## config.mk

```make
export PLATFORM = sky130hd
export DESIGN_NAME = rom_stream_reader
export DESIGN_NICKNAME = d
export VERILOG_FILES = /design/src/rtl/rom_stream_reader.sv
export SDC_FILE = /design/constraint.sdc
export NUM_CORES = 1
export LEC_CHECK = 0
export CAP_MARGIN = 20
export CORE_MARGIN = 1
export CORE_UTILIZATION = 49
export DETAILED_ROUTE_END_ITERATION = 12
export PLACE_DENSITY = 0.83
export SLEW_MARGIN = 20
export SYNTH_ARGS = -nofsm -noshare
export SYNTH_HDL_FRONTEND = slang
export SYNTH_SLANG_ARGS = --single-unit
```

## constraint.sdc

```tcl
create_clock -name i_clk -period 4.7 [get_ports i_clk]
set_input_delay 0.94 -clock i_clk [delete_from_list [all_inputs] [get_ports i_clk]]
set_output_delay 0.94 -clock i_clk [all_outputs]
set_load 0.05 [all_outputs]
```

## src/rtl/rom_stream_reader.sv

```systemverilog
// rom_stream_reader: walks a contiguous, wrapping run of addresses on a
// synchronous ROM. Each returned word is captured into a single-entry
// valid/ready output, so the consumer drains the ROM at its own pace.
module rom_stream_reader #(
  parameter int ADDR_W = 3,
  parameter int DATA_W = 8,
  parameter int RD_LAT = 1   // ROM read latency, 1..3 edges
) (
  input  logic              i_clk,
  input  logic              i_rst,
  input  logic              i_start,
  input  logic [ADDR_W-1:0] i_base_addr,
  input  logic [ADDR_W:0]   i_count,
  output logic [ADDR_W-1:0] o_rom_addr,
  input  logic [DATA_W-1:0] i_rom_data,
  output logic [DATA_W-1:0] o_out_data,
  output logic              o_out_valid,
  input  logic              i_out_ready,
  output logic              o_busy,
  output logic              o_done
);

  // Two bits cover the whole legal latency range.
  localparam int LAT_W = 2;

  typedef enum logic [1:0] {
    S_IDLE = 2'd0,
    S_WAIT = 2'd1,
    S_HOLD = 2'd2
  } state_t;

  state_t              r_state,     w_state_nxt;
  logic [ADDR_W-1:0]   r_rom_addr,  w_rom_addr_nxt;
  logic [DATA_W-1:0]   r_out_data,  w_out_data_nxt;
  logic                r_out_valid, w_out_valid_nxt;
  logic                r_busy,      w_busy_nxt;
  logic                r_done,      w_done_nxt;
  logic [ADDR_W:0]     r_remaining, w_remaining_nxt;
  logic [LAT_W-1:0]    r_lat_cnt,   w_lat_cnt_nxt;

  logic                w_lat_hit;
  logic                w_last_word;

  assign w_lat_hit   = (r_lat_cnt == LAT_W'(RD_LAT));
  assign w_last_word = (r_remaining == (ADDR_W+1)'(1));

  // Next-state and next-datapath decode; everything holds unless a state acts.
  always_comb begin
    w_state_nxt     = r_state;
    w_rom_addr_nxt  = r_rom_addr;
    w_out_data_nxt  = r_out_data;
    w_out_valid_nxt = r_out_valid;
    w_busy_nxt      = r_busy;
    w_done_nxt      = 1'b0;
    w_remaining_nxt = r_remaining;
    w_lat_cnt_nxt   = r_lat_cnt;
    case (r_state)
      S_IDLE: begin
        if (i_start) begin
          if (i_count != '0) begin
            w_rom_addr_nxt  = i_base_addr;
            w_remaining_nxt = i_count;
            w_busy_nxt      = 1'b1;
            w_lat_cnt_nxt   = '0;
            w_state_nxt     = S_WAIT;
          end else begin
            // Empty run: complete immediately without ever going busy.
            w_done_nxt = 1'b1;
          end
        end
      end
      S_WAIT: begin
        // Address is stable; wait out the ROM pipeline, then capture.
        if (w_lat_hit) begin
          w_out_data_nxt  = i_rom_data;
          w_out_valid_nxt = 1'b1;
          w_state_nxt     = S_HOLD;
        end else begin
          w_lat_cnt_nxt = r_lat_cnt + LAT_W'(1);
        end
      end
      S_HOLD: begin
        if (i_out_ready) begin
          w_out_valid_nxt = 1'b0;
          w_remaining_nxt = r_remaining - (ADDR_W+1)'(1);
          if (w_last_word) begin
            w_busy_nxt  = 1'b0;
            w_done_nxt  = 1'b1;
            w_state_nxt = S_IDLE;
          end else begin
            // Natural ADDR_W-bit overflow gives the wrap to address 0.
            w_rom_addr_nxt = r_rom_addr + ADDR_W'(1);
            w_lat_cnt_nxt  = '0;
            w_state_nxt    = S_WAIT;
          end
        end
      end
      default: begin
        w_state_nxt = S_IDLE;
      end
    endcase
  end

  // State register.
  always_ff @(posedge i_clk or posedge i_rst) begin
    if (i_rst) r_state <= S_IDLE;
    else       r_state <= w_state_nxt;
  end

  // Datapath and status registers; reset discards any in-flight word.
  always_ff @(posedge i_clk or posedge i_rst) begin
    if (i_rst) begin
      r_rom_addr  <= '0;
      r_out_data  <= '0;
      r_out_valid <= 1'b0;
      r_busy      <= 1'b0;
      r_done      <= 1'b0;
      r_remaining <= '0;
      r_lat_cnt   <= '0;
    end else begin
      r_rom_addr  <= w_rom_addr_nxt;
      r_out_data  <= w_out_data_nxt;
      r_out_valid <= w_out_valid_nxt;
      r_busy      <= w_busy_nxt;
      r_done      <= w_done_nxt;
      r_remaining <= w_remaining_nxt;
      r_lat_cnt   <= w_lat_cnt_nxt;
    end
  end

  assign o_rom_addr  = r_rom_addr;
  assign o_out_data  = r_out_data;
  assign o_out_valid = r_out_valid;
  assign o_busy      = r_busy;
  assign o_done      = r_done;

endmodule

```

== After elaboration in Yosys (flattened, before gate mapping) ==
Index checks and enable logic that the tools add are counted.
Cells by class
  multiplexer cells: 34
  $add $sub $neg: 3
  equal/unequal tests: 11
  reductions and logical operators: 12
Operators with widths (count)
  2-bit two-way mux: 9
  2-bit inequality test (second input constant): 7
  3-bit two-way mux: 4
  4-bit two-way mux: 3
  2-bit one-hot mux with 3 select lines: 2
  1-bit two-way mux: 11
  5-bit AND reduction: 2
  4-bit one-hot mux with 2 select lines: 1
  4-bit AND reduction: 2
  1-bit one-hot mux with 2 select lines: 3
  3-bit one-hot mux with 2 select lines: 1
  6-bit AND reduction: 1
  2-bit by 1-bit == test with 1-bit output (second input constant): 2
  4-bit by 1-bit == test with 1-bit output (second input constant): 1
  2-bit nonzero test: 2
  4-bit nonzero test: 1
  4-bit by 1-bit subtractor with 4-bit output (second input constant): 1
  3-bit by 1-bit adder with 3-bit output (second input constant): 1
  3-bit AND reduction: 1
  3-bit nonzero test: 1
  2-bit by 1-bit adder with 2-bit output (second input constant): 1
  2-bit == test (second input constant): 1
  2-bit logical NOT: 1
  2-bit AND reduction: 1
Storage, ports and cells
  output and inout port bits: 14
  bits in registers: 22

== Longest topological paths before layout ==
  depth after elaboration: 4
  gate-level depth with buffers: 6
  depth with buffers taken out: 6

== Worst setup path before layout ==
No wires, ideal clock.
  kind: input port to flip-flop
  start: in i_count[1]
  end: reg r_busy (netlist: o_busy)
  slack: 2.807 ns
  arrival time: 1.774 ns
  stages: 4
  setup time: 0.119 ns
  path through: nor4_2 and2_1 nor3_1 o21a_1
Between the ends
  word-level cells in the longest chain between the ends: 3
Ends and longest elaborated chain
  start, declared: RTL line 13  | input logic [ADDR_W:0] i_count,
  4-bit nonzero test: RTL line 60  | if (i_count != '0) begin
  2-bit inequality test (no line)
  5-bit AND reduction (no line)
  end signal, assigned: RTL line 124  | r_busy <= w_busy_nxt;
  end, declared: RTL line 36  | logic r_busy, w_busy_nxt;
Every way passes these cells.
A chain may end at the register's enable or synchronous reset.

== Worst setup path after layout ==
  start: reg r_rom_addr[0] (netlist: o_rom_addr[0])
  end: out o_rom_addr[0]
RTL lines
  start, declared: RTL line 33  | logic [ADDR_W-1:0] r_rom_addr, w_rom_addr_nxt;
  start signal, assigned: RTL line 121  | r_rom_addr <= w_rom_addr_nxt;
  end, declared: RTL line 14  | output logic [ADDR_W-1:0] o_rom_addr,
No word-level cell between the ends.

==> results.cfg <==
[synthesis]
yosysUniqueCellTypes = 37
syn_inst = 103
synth-edff-count = 0
ys_seq_elements = 22
synth_top_area_cell = dfrtp_1
synth_top_cells_by_area = dfrtp_1 (49%), mux2_2 (8.1%), ha_1 (4.5%), nand2_1 (3.7%), o21ai_0 (2.7%)
async_flop_share = 1.00
synth_top_area_frac = 0.495
ys.flop_type = dfrtp_1
ys_seq_area_frac = 0.495
ys_warn_count = 0
avgSynthCellArea_um2 = 10.8
netlist_area_um2 = 1110
synth_nets = 126

[sta]
hold_viol = 0
drv_slew = 0
fin_crit_sh = 0.539
maxSlewHeadroom = 0.424
fin_ws_ns = 2.17
setup_viol = 0
fin_setup_tns_ns = 0
fmax_ghz = 0.395
fin_crit_ns = 2.53
rsz0062_at_grt = false
worstMarginPinSlew_ns = 0.862
fin_skew_ns = 0.00633

[cts]
cts_inserted_buffers = 3
cts-htree-levels = 1
clockBufferDepth = 2
cts_tree = done
cts_setup_buffers = 0
holdBufCountCts = 0
clk_pin_slew_ns = 0.12
root_buffer = clkbuf_4
clock_sinks = 22
insertion_delay_ns = 0.32
cts_resized = 0

[worst_hold_path]
hold_path_class = flop to flop

[grt]
overflow = 0
grt_pass1_wl_mm = 4.08
grtUsageTotal = 0.221
grt_max_degree = 23
antenna_found_initial = 0
first_global_vias = 891

[power]
comb_power_share = 0.548
seq_power_share = 0.319
sw_frac_of_total = 0.454
clkPwrFrac = 0.133
peakVddDrop_uv = 440
powerDensity_nw_per_um2 = 738
finalPower_uw = 1110
p_sw_uw = 502
p_leak_uw = 0.000621
internal_power_uw = 604

[place]
place_congestion = 0.785
dp_worst_setup_slack_ns = 2.14
numPortBuffers = 32
placed_area_um2 = 1450
dp_hpwl_mm = 1.74

[status]
outcome = completed

[floorplanning]
chipWidth_um = 49.6
start_util = 0.545
rows = 16
dieArea_um2 = 2460
die_h_um = 49.6
top_level_ports = 33
core-area_um2 = 2040

[drt]
via_per_inst = 5.44
totalWireLength_mm = 2.31
drcViolationCount = 0
drtAntennaViolNets = 0
drt-initial-drc-count = 18
vias = 887
firstDrtPassIters = 4
wl_per_cell_um = 14.2

[cells_and_area]
fill_cells = 151
area_delta_synth_final_pct = 34.8
drive_gt1_frac = 0.125
fin_nets = 160
final_common_cell = clkdlybuf4s50_1
most-common-layout-cells = clkdlybuf4s50_1 (32), dfrtp_1 (22), nand2_1 (11), mux2_2 (8)
final_area_um2 = 1500
antenna_cells = 0

[critical_path]
max_stage_delay_ns = 0.83
cpLargestDelayFamily = buffers and inverters
path_class = flop to primary output
path_max_fanout = 4
path_buf_inv = 1
worst_path_max_delay_cell = clkdlybuf4s50_1
arrival_ns = 1.59
cp.required_ns = 3.76
endpoint_kind = primary output
path_cells = clkdlybuf4s50_1
cp-start-kind = flop

[flow_run]
maxCapViolCount = 0
==> area by class of cell <==
type                       count  area, µm²  area share
sequential                    22        551       0.367
multi-input combinational     72        519       0.346
timing repair buffer          32        320       0.214
inverter                       6       22.5      0.0150
clock inverter                 1       30.0      0.0200
tap                           27       33.8      0.0225
clock buffer                   3       22.5      0.0150
==> stage by stage <==
step | utilization | std cells | hold WS, ns
2_1_floorplan | - | 103 | 0.472
3_3_place_gp | 0.708 | 159 | 0.461
3_5_place_dp | 0.708 | 159 | 0.486
4_1_cts | 0.734 | 163 | 0.515
5_1_grt | 0.734 | 163 | 0.545
6_report | 0.734 | 163 | 0.505
==> synthesized netlist by cell type (2+ instances only) <==
library cell   n
o2bb2ai_1      2
nor2_1         3
o211ai_1       2
a31oi_1        2
nand2_1       11
inv_1          6
dfrtp_1       22
a21oi_1        5
mux2_2         8
nand3_1        5
ha_1           4
o21ai_0        6
nor3b_1        2
o22ai_1        2
==> path summary, 6_finish.rpt <==
check                         startpoint             end  slack (ns)  depth (start not counted)
max                        o_rom_addr[0]   o_rom_addr[0]        2.17                          1
min                          o_out_valid     o_out_valid        0.50                          2
max reg2reg                   r_state[1]   o_rom_addr[0]        2.91                          4
min reg2reg                  o_out_valid     o_out_valid        0.50                          2
max in group asynchronous          i_rst  r_remaining[0]        3.14                          2
min in group asynchronous          i_rst   o_out_data[7]        1.07                          2
==> sequential cells by signal, indices dropped and copies added, names as in the netlist <==
signal,flops
o_out_data,8
r_remaining,4
o_rom_addr,3
r_lat_cnt,2
r_state,2
o_busy,1
o_done,1
o_out_valid,1
==> power by group through the flow <==
stage	Clock [µW]	Sequential [µW]	Combinational, µW
floorplan	0	511	276
global placement	0	349	592
detailed placement	0	356	608
CTS	151	352	610
global route	158	367	656
finish	147	353	607
==> kinds of logic (layout without fill, tap and decap cells) <==
group / Yosys count / count (layout) / share of synthesized area
AO/OA/AOI/OAI: 27 / 27 / 0.172
XOR/XNOR: 1 / 1 / 0.00788
adder cells (fa/ha/maj): 4 / 4 / 0.0450
buffers and inverters: 9 / 42 / 0.0382
flip-flops: 22 / 22 / 0.495
multiplexers: 9 / 9 / 0.0934
AND/OR/NAND/NOR: 31 / 31 / 0.148
==> routing by layer <==
layer	share of wire	up-vias	GRT usage	wire, µm
met2	0.47	20	0.340	1090
met1	0.47	425	0.299	1100
met4	0.015	0	0.100	35
met5	0	-	0	0
met3	0.040	4	0.0432	92
li1	-	438	-	-
Power figures use the tool's default switching activity.
